==> config.mk <==
export PLATFORM = sky130hd
export DESIGN_NAME = qr_column_loader
export DESIGN_NICKNAME = d
export VERILOG_FILES = /design/src/rtl/qr_column_loader.sv
export SDC_FILE = /design/constraint.sdc
export NUM_CORES = 1
export LEC_CHECK = 0
export ABC_AREA = 0
export CAP_MARGIN = 20
export CORE_ASPECT_RATIO = 1.75
export CORE_UTILIZATION = 38
export CTS_BUF_LIST = sky130_fd_sc_hd__clkbuf_16
export CTS_CLUSTER_SIZE = 25
export DETAILED_ROUTE_END_ITERATION = 10
export PLACE_DENSITY = 0.7
export SLEW_MARGIN = 10
export SYNTH_ARGS = -nofsm -noshare
export SYNTH_HDL_FRONTEND = slang
export SYNTH_SLANG_ARGS = --single-unit
export TNS_END_PERCENT = 5
==> constraint.sdc <==
create_clock -name clk -period 2.3 [get_ports clk]
set_clock_uncertainty 0.2 [all_clocks]
set_input_delay 0.345 -clock clk [delete_from_list [all_inputs] [get_ports clk]]
set_output_delay 0.345 -clock clk [all_outputs]
set_load 0.005 [all_outputs]
==> src/rtl/qr_column_loader.sv <==
// qr_column_loader: pops column-major elements from an FWFT fifo, packs ROWS of
// them into one column and offers it downstream with a valid/ready handshake.
// Ports: clk, reset (sync, active-low); fifo_empty/fifo_data in, fifo_rd out;
// col_ready in; col_valid, col_data, col_idx, col_last, col_zero, busy out.
// Optional: define QR_LOADER_ZERO_DETECT_EN to build the all-zero column flag.
module qr_column_loader #(
  parameter int DATA_WIDTH = 32,
  parameter int ROWS       = 4,
  parameter int COLS       = 4
) (
  input  logic                                   clk,
  input  logic                                   reset,
  input  logic                                   fifo_empty,
  input  logic [DATA_WIDTH-1:0]                  fifo_data,
  output logic                                   fifo_rd,
  input  logic                                   col_ready,
  output logic                                   col_valid,
  output logic [ROWS*DATA_WIDTH-1:0]             col_data,
  output logic [((COLS > 1) ? $clog2(COLS) : 1)-1:0] col_idx,
  output logic                                   col_last,
  output logic                                   col_zero,
  output logic                                   busy
);

  localparam int IW = (COLS > 1) ? $clog2(COLS) : 1;
  localparam int RW = $clog2(ROWS);
  localparam logic [RW-1:0] ROW_LAST = RW'(ROWS - 1);
  localparam logic [IW-1:0] COL_LAST = IW'(COLS - 1);

  typedef enum logic {FILL, HOLD} state_t;

  state_t        state;
  logic [RW-1:0] row_cnt;
  logic          last_pop;
  logic [IW-1:0] idx_nxt;

  // Pops only while filling; reset gates it so nothing is lost during reset.
  assign fifo_rd  = (state == FILL) & ~fifo_empty & reset;
  assign last_pop = fifo_rd & (row_cnt == ROW_LAST);
  assign idx_nxt  = (col_idx == COL_LAST) ? '0 : col_idx + IW'(1);
  assign busy     = (state == HOLD) | (row_cnt != '0);

  always_ff @(posedge clk) begin
    if (!reset) begin
      state     <= FILL;
      row_cnt   <= '0;
      col_idx   <= '0;
      col_data  <= '0;
      col_valid <= 1'b0;
      col_last  <= 1'b0;
    end else begin
      unique case (state)
        FILL: begin
          if (fifo_rd) begin
            for (int r = 0; r < ROWS; r++) begin
              if (row_cnt == RW'(r))
                col_data[r*DATA_WIDTH +: DATA_WIDTH] <= fifo_data;
            end
            row_cnt <= last_pop ? '0 : row_cnt + RW'(1);
          end
          if (last_pop) begin
            state     <= HOLD;
            col_valid <= 1'b1;
            col_last  <= (col_idx == COL_LAST);
          end
        end
        HOLD: begin
          if (col_ready) begin
            state     <= FILL;
            col_valid <= 1'b0;
            col_last  <= 1'b0;
            col_idx   <= idx_nxt;
          end
        end
      endcase
    end
  end

`ifdef QR_LOADER_ZERO_DETECT_EN
  logic zero_acc;
  logic elem_zero;

  assign elem_zero = (fifo_data == '0);

  // zero_acc restarts on the first element of each column; the
  // presented flag folds in the final element at the closing pop.
  always_ff @(posedge clk) begin
    if (!reset) begin
      zero_acc <= 1'b0;
      col_zero <= 1'b0;
    end else begin
      if (fifo_rd)
        zero_acc <= (row_cnt == '0) ? elem_zero : (zero_acc & elem_zero);
      if (last_pop)
        col_zero <= zero_acc & elem_zero;
      else if ((state == HOLD) && col_ready)
        col_zero <= 1'b0;
    end
  end
`else
  assign col_zero = 1'b0;
`endif

endmodule

Yosys cells after proc, flatten, opt, wreduce, memory -nomap -nowiden
Index checks and enable logic that the tools add are counted.
Word-level totals
  bits in registers: 135
  input port bits: 36
  output and inout port bits: 135
  word-level logic and storage cells: 42
Cells by class
  add/subtract/negate cells: 2
  equal/unequal tests: 6
  multiplexer cells: 10
  bitwise operators: 6
  reduce and logical (&&, ||, !) cells: 9
Operator list (count)
  $reduce_and A3 Y1: 4
  $eq A2 B2 Y1 const B: 3
  $pmux W1 S2: 3
  $reduce_and A2 Y1: 3
  $mux W1: 5
  $add A2 B1 Y2 const B: 2
  $mux W2: 2
  $ne A2 B2 Y1 const B: 2
  $and A1 B1 Y1: 3
  $eq A2 B1 Y1 const B: 1
  $logic_not A2 Y1: 1
  $not A1 Y1: 2
  $reduce_bool A2 Y1: 1
  $or A1 B1 Y1: 1

Depth between registers and ports, before layout
  depth after elaboration: 6
  depth in mapped cells: 7
  depth with buffers taken out: 5

Least setup slack after synthesis
Ideal clock, no wire load.
  path kind: reg2reg
  start point: register row_cnt[0]
  end point: register col_data[77]
  setup time: 0.123 ns
  arrival: 1.212 ns
  required time: 1.977 ns
  path slack: 0.766 ns
  stages on the path, launching flop included: 7
  path buffers: 2
  period minus slack after synthesis: 1.534 ns
  cells stage by stage: dfxtp_1 inv_1 ha_1 nor4bb_1 buf_2 buf_2 o21ai_0
On the way
  cells in the longest elaborated chain, start to end: 2
Ends and longest elaborated chain
  start: declaration: RTL line 33  | logic [RW-1:0] row_cnt;
  start signal: assignment: RTL line 59  | row_cnt <= last_pop ? '0 : row_cnt + RW'(1);
  $eq A2 B2 Y1: RTL line 56  | if (row_cnt == RW'(r))
  $reduce_and A3 Y1 (no line)
  end signal: indexed assignment: RTL line 57  | col_data[r*DATA_WIDTH +: DATA_WIDTH] <= fifo_data;
  end: declaration: RTL line 18  | output logic [ROWS*DATA_WIDTH-1:0] col_data,
Every way passes these cells.
A chain may end at the register's enable or synchronous reset.

Worst setup path after layout
  start point: register row_cnt[0]
  end point: output port busy
On the way
  cells in the longest elaborated chain, start to end: 2
Ends and longest elaborated chain
  $reduce_bool A2 Y1: RTL line 41  | assign busy = (state == HOLD) | (row_cnt != '0);
  $or A1 B1 Y1: RTL line 41
  end: declaration: RTL line 22  | output logic busy
Every way passes these cells.

==> impl_metrics.json <==
{
  "cts_htree_levels": 4,
  "port_buffers": 169,
  "postRouteWirelength_mm": 13.0,
  "maxCapViolations": 0,
  "detail_route.wl_per_cell_um": 13.9,
  "fin_crit_sh_pct": 97.7,
  "ir_drop_v": 0.000516,
  "die_w_um": 86.9,
  "arrival_ps": 1700,
  "diodes": 0,
  "power.density_mw_per_mm2": 780,
  "nNetsFinal": 796,
  "slowest_stage": "sky130_fd_sc_hd__clkdlybuf4s50_1",
  "pwr-share-comb_pct": 10.1,
  "cts-root-buf": "sky130_fd_sc_hd__clkbuf_16",
  "synth.top_cells.by_count": "sky130_fd_sc_hd__nand2_1, sky130_fd_sc_hd__dfxtp_1, sky130_fd_sc_hd__o21ai_0",
  "post-route-worst-setup-slack_ps": 53.6,
  "p_leak_nw": 2.56,
  "cp-startpoint": "row_cnt[0]$_SDFFE_PN0P_",
  "vias_per_inst": 4.67,
  "n_fill_cell": 1105,
  "share_of_power_burned_in_registers_pct": 45.2,
  "netSwitchingFraction_pct": 23.9,
  "crit_path_end_kind": "output pin",
  "slowest_delay_ps": 560,
  "route.antenna.remaining_nets": 0,
  "core_region_area_mm2": 0.0121,
  "multiInputGateArea_mm2": 0.00188,
  "timing.final.max_slew_violations": 0,
  "start_util_pct": 39.5,
  "global_route_total_overflow": 0,
  "grt_antenna_before_repair": 0,
  "cts_made_buffers": 17,
  "fp.dieArea_mm2": 0.0131,
  "criticalPathCategory": "reg -> out",
  "rsz0062_at_grt": "false",
  "synth.net_count": 639,
  "synth_flop_cell": "sky130_fd_sc_hd__dfxtp_1",
  "netlist_area_pre_place_mm2": 0.00479,
  "path_delay_family": "buffers and inverters",
  "maximum_count_of_clock_buffers_along_a_single_path": 2,
  "grtUsageTotal_pct": 20.5,
  "layout-drive-gt1-share_pct": 6.90,
  "dp_worst_setup_slack_ps": 129,
  "hold_path.class": "reg -> reg",
  "post-synth-top-count-cell": "sky130_fd_sc_hd__nand2_1",
  "r2r_start": "row_cnt[0]$_SDFFE_PN0P_",
  "critical_path.startpoint_type": "register",
  "seqCellArea_mm2": 0.00271,
  "ys_ff_latch": 135,
  "reg2regPathDepth": 5,
  "place.detailed.hpwl_mm": 9.39,
  "p_switching_mw": 1.34,
  "critical_path_buf_inv_count": 2,
  "yosysTopAreaCell": "sky130_fd_sc_hd__dfxtp_1",
  "cts_sinks": 135,
  "clock_latency_late_sink_ps": 400,
  "dpl_cell_area_mm2": 0.00661,
  "num_vias": 4361,
  "final_hold_viol_count": 0,
  "seq_area_frac_synth_pct": 56.4,
  "placed_cells_incl_taps": 901,
  "timing.hold.worst.start": "col_data[125]$_SDFFE_PN0P_",
  "grt_max_degree": 79,
  "finalWeightedCongestion": 0.737,
  "clk_pin_slew_ps": 60,
  "worstMarginPinSlew_ps": 778,
  "timing.reg2reg.setup_slack_ps": 600,
  "synth_area_per_cell_um2": 8.02,
  "area_delta_synth_final_pct": 49.5,
  "global_route_wire_length_before_repair_mm": 20.2,
  "clock_power_share_pct": 44.8,
  "fmax_mhz": 445,
  "worst_setup_path_endpoint": "busy",
  "totalNegativeSetupSlack_ps": 0,
  "synth_cell_types": 22,
  "row_count": 53,
  "yosys-top-cells-area": "sky130_fd_sc_hd__dfxtp_1, sky130_fd_sc_hd__nand2_1, sky130_fd_sc_hd__o21ai_0",
  "cp_cell_instances": "inv_1 > ha_1 > nand2b_1 > clkdlybuf4s50_1",
  "drt_pass1_iterations": 4,
  "cell_internal_pwr_mw": 4.26,
  "postSynthCellCount": 598,
  "r2r_end": "col_data[84]$_SDFFE_PN0P_",
  "ys_async_sr_fraction_pct": 0,
  "status": "completed",
  "grt_pass1_vias": 4079,
  "chipHeight_um": 151,
  "finish.instance_area_mm2": 0.00717,
  "drt_first_iter_violations": 214,
  "boundaryPins": 171,
  "synth.top_cell.area_share_pct": 56.4,
  "worst_slew_margin_rel_pct": 48.1,
  "clock_tree_from_tritoncts": "built",
  "critical_path_cell_count": 4,
  "final_cell_count_no_fill": 933,
  "cp_data_required_time_ps": 1750,
  "synth-edff-count": 0,
  "final.min_clock_period_ps": 2250,
  "synth.yosys.warnings": 0,
  "drcViolationCount": 0,
  "finalSetupViolations": 0,
  "critical_path.max_fanout": 5
}
==> flip-flops by register name (all words and copies together) (netlist names) <==
| signal | count |
|---|---|
| state | 1 |
| col_valid | 1 |
| row_cnt | 2 |
| col_idx | 2 |
| col_data | 128 |
| col_last | 1 |
==> cells in the final DEF, fill, tap and decap left out, types with 4 or more instances in the layout <==
cell type | netlist | layout
sky130_fd_sc_hd__buf_4 | 13 | 12
sky130_fd_sc_hd__clkbuf_16 | 0 | 17
sky130_fd_sc_hd__clkdlybuf4s50_1 | 0 | 168
sky130_fd_sc_hd__clkinv_2 | 0 | 4
sky130_fd_sc_hd__dfxtp_1 | 135 | 132
sky130_fd_sc_hd__ha_1 | 5 | 5
sky130_fd_sc_hd__nand2_1 | 263 | 263
sky130_fd_sc_hd__o21ai_0 | 71 | 71
sky130_fd_sc_hd__o21ai_1 | 60 | 60
==> through the flow <==
stage | utilization, % | hold slack, ps | power [mW]
after global placement | 54.4 | 236 | 3.12
after detailed placement | 54.4 | 241 | 3.14
after CTS | 59.0 | 249 | 5.65
after floorplan | - | 245 | 2.76
final | 59.1 | 246 | 5.59
after global routing | 59.1 | 270 | 5.80
==> cells by family after synthesis <==
logic type | count (synthesis) | synth area share, %
simple gates | 276 | 22.5
flops | 135 | 56.4
compound gates | 134 | 14.1
buf+inv | 46 | 5.43
fa+ha+maj | 5 | 1.30
mux | 1 | 0.209
other cells | 1 | 0.0782
==> worst min path at each step <==
stage          cells past startpoint                          to
5_1_grt                            2  col_data[124]$_SDFFE_PN0P_
6_report                           2  col_data[125]$_SDFFE_PN0P_
3_3_place_gp                       2   col_data[13]$_SDFFE_PN0P_
2_1_floorplan                      2  col_data[107]$_SDFFE_PN0P_
3_5_place_dp                       2  col_data[118]$_SDFFE_PN0P_
4_1_cts                            2  col_data[118]$_SDFFE_PN0P_
==> power by group through the flow <==
stage          logic (mW)  registers (mW)  clock network [mW]
3_5_place_dp        0.567            2.58                   0
3_3_place_gp        0.554            2.57                   0
2_1_floorplan       0.188            2.57                   0
6_report            0.562            2.53                2.51
4_1_cts             0.570            2.53                2.56
5_1_grt             0.613            2.54                2.65
==> worst reg2reg max path: stages, from the launching register on <==
cell	delay, ps
sky130_fd_sc_hd__dfxtp_2	340
sky130_fd_sc_hd__inv_1	80
sky130_fd_sc_hd__ha_1	160
sky130_fd_sc_hd__nor4bb_4	330
sky130_fd_sc_hd__buf_4	320
sky130_fd_sc_hd__o21ai_0	140
==> layer usage <==
metal / up-vias / global-route usage [%] / wire length [um] / share of wire (%)
li1: 2234 / - / - / -
met3: 26 / 4.11 / 550 / 4.2
met4: 0 / 11.2 / 403 / 3.1
met5: - / 0 / 0 / 0
met2: 129 / 38.8 / 7120 / 55
met1: 1972 / 20.3 / 4920 / 38
==> what timing repair did <==
item	CTS	global route
resized for setup	2	2
buffers inserted	0	0
endpoints found under the setup margin	2	2
gates cloned	0	0
hold buffers	0	0
==> cell type report <==
| cell class | count | area share, % |
|---|---|---|
| Clock buffer | 17 | 5.93 |
| Clock inverter | 15 | 1.80 |
| Inverter | 2 | 0.105 |
| Multi-Input combinational cell | 417 | 26.3 |
| Sequential cell | 135 | 37.8 |
| Tap cell | 165 | 2.88 |
| Timing Repair Buffer | 182 | 25.3 |
Power figures use the tool's default switching activity.
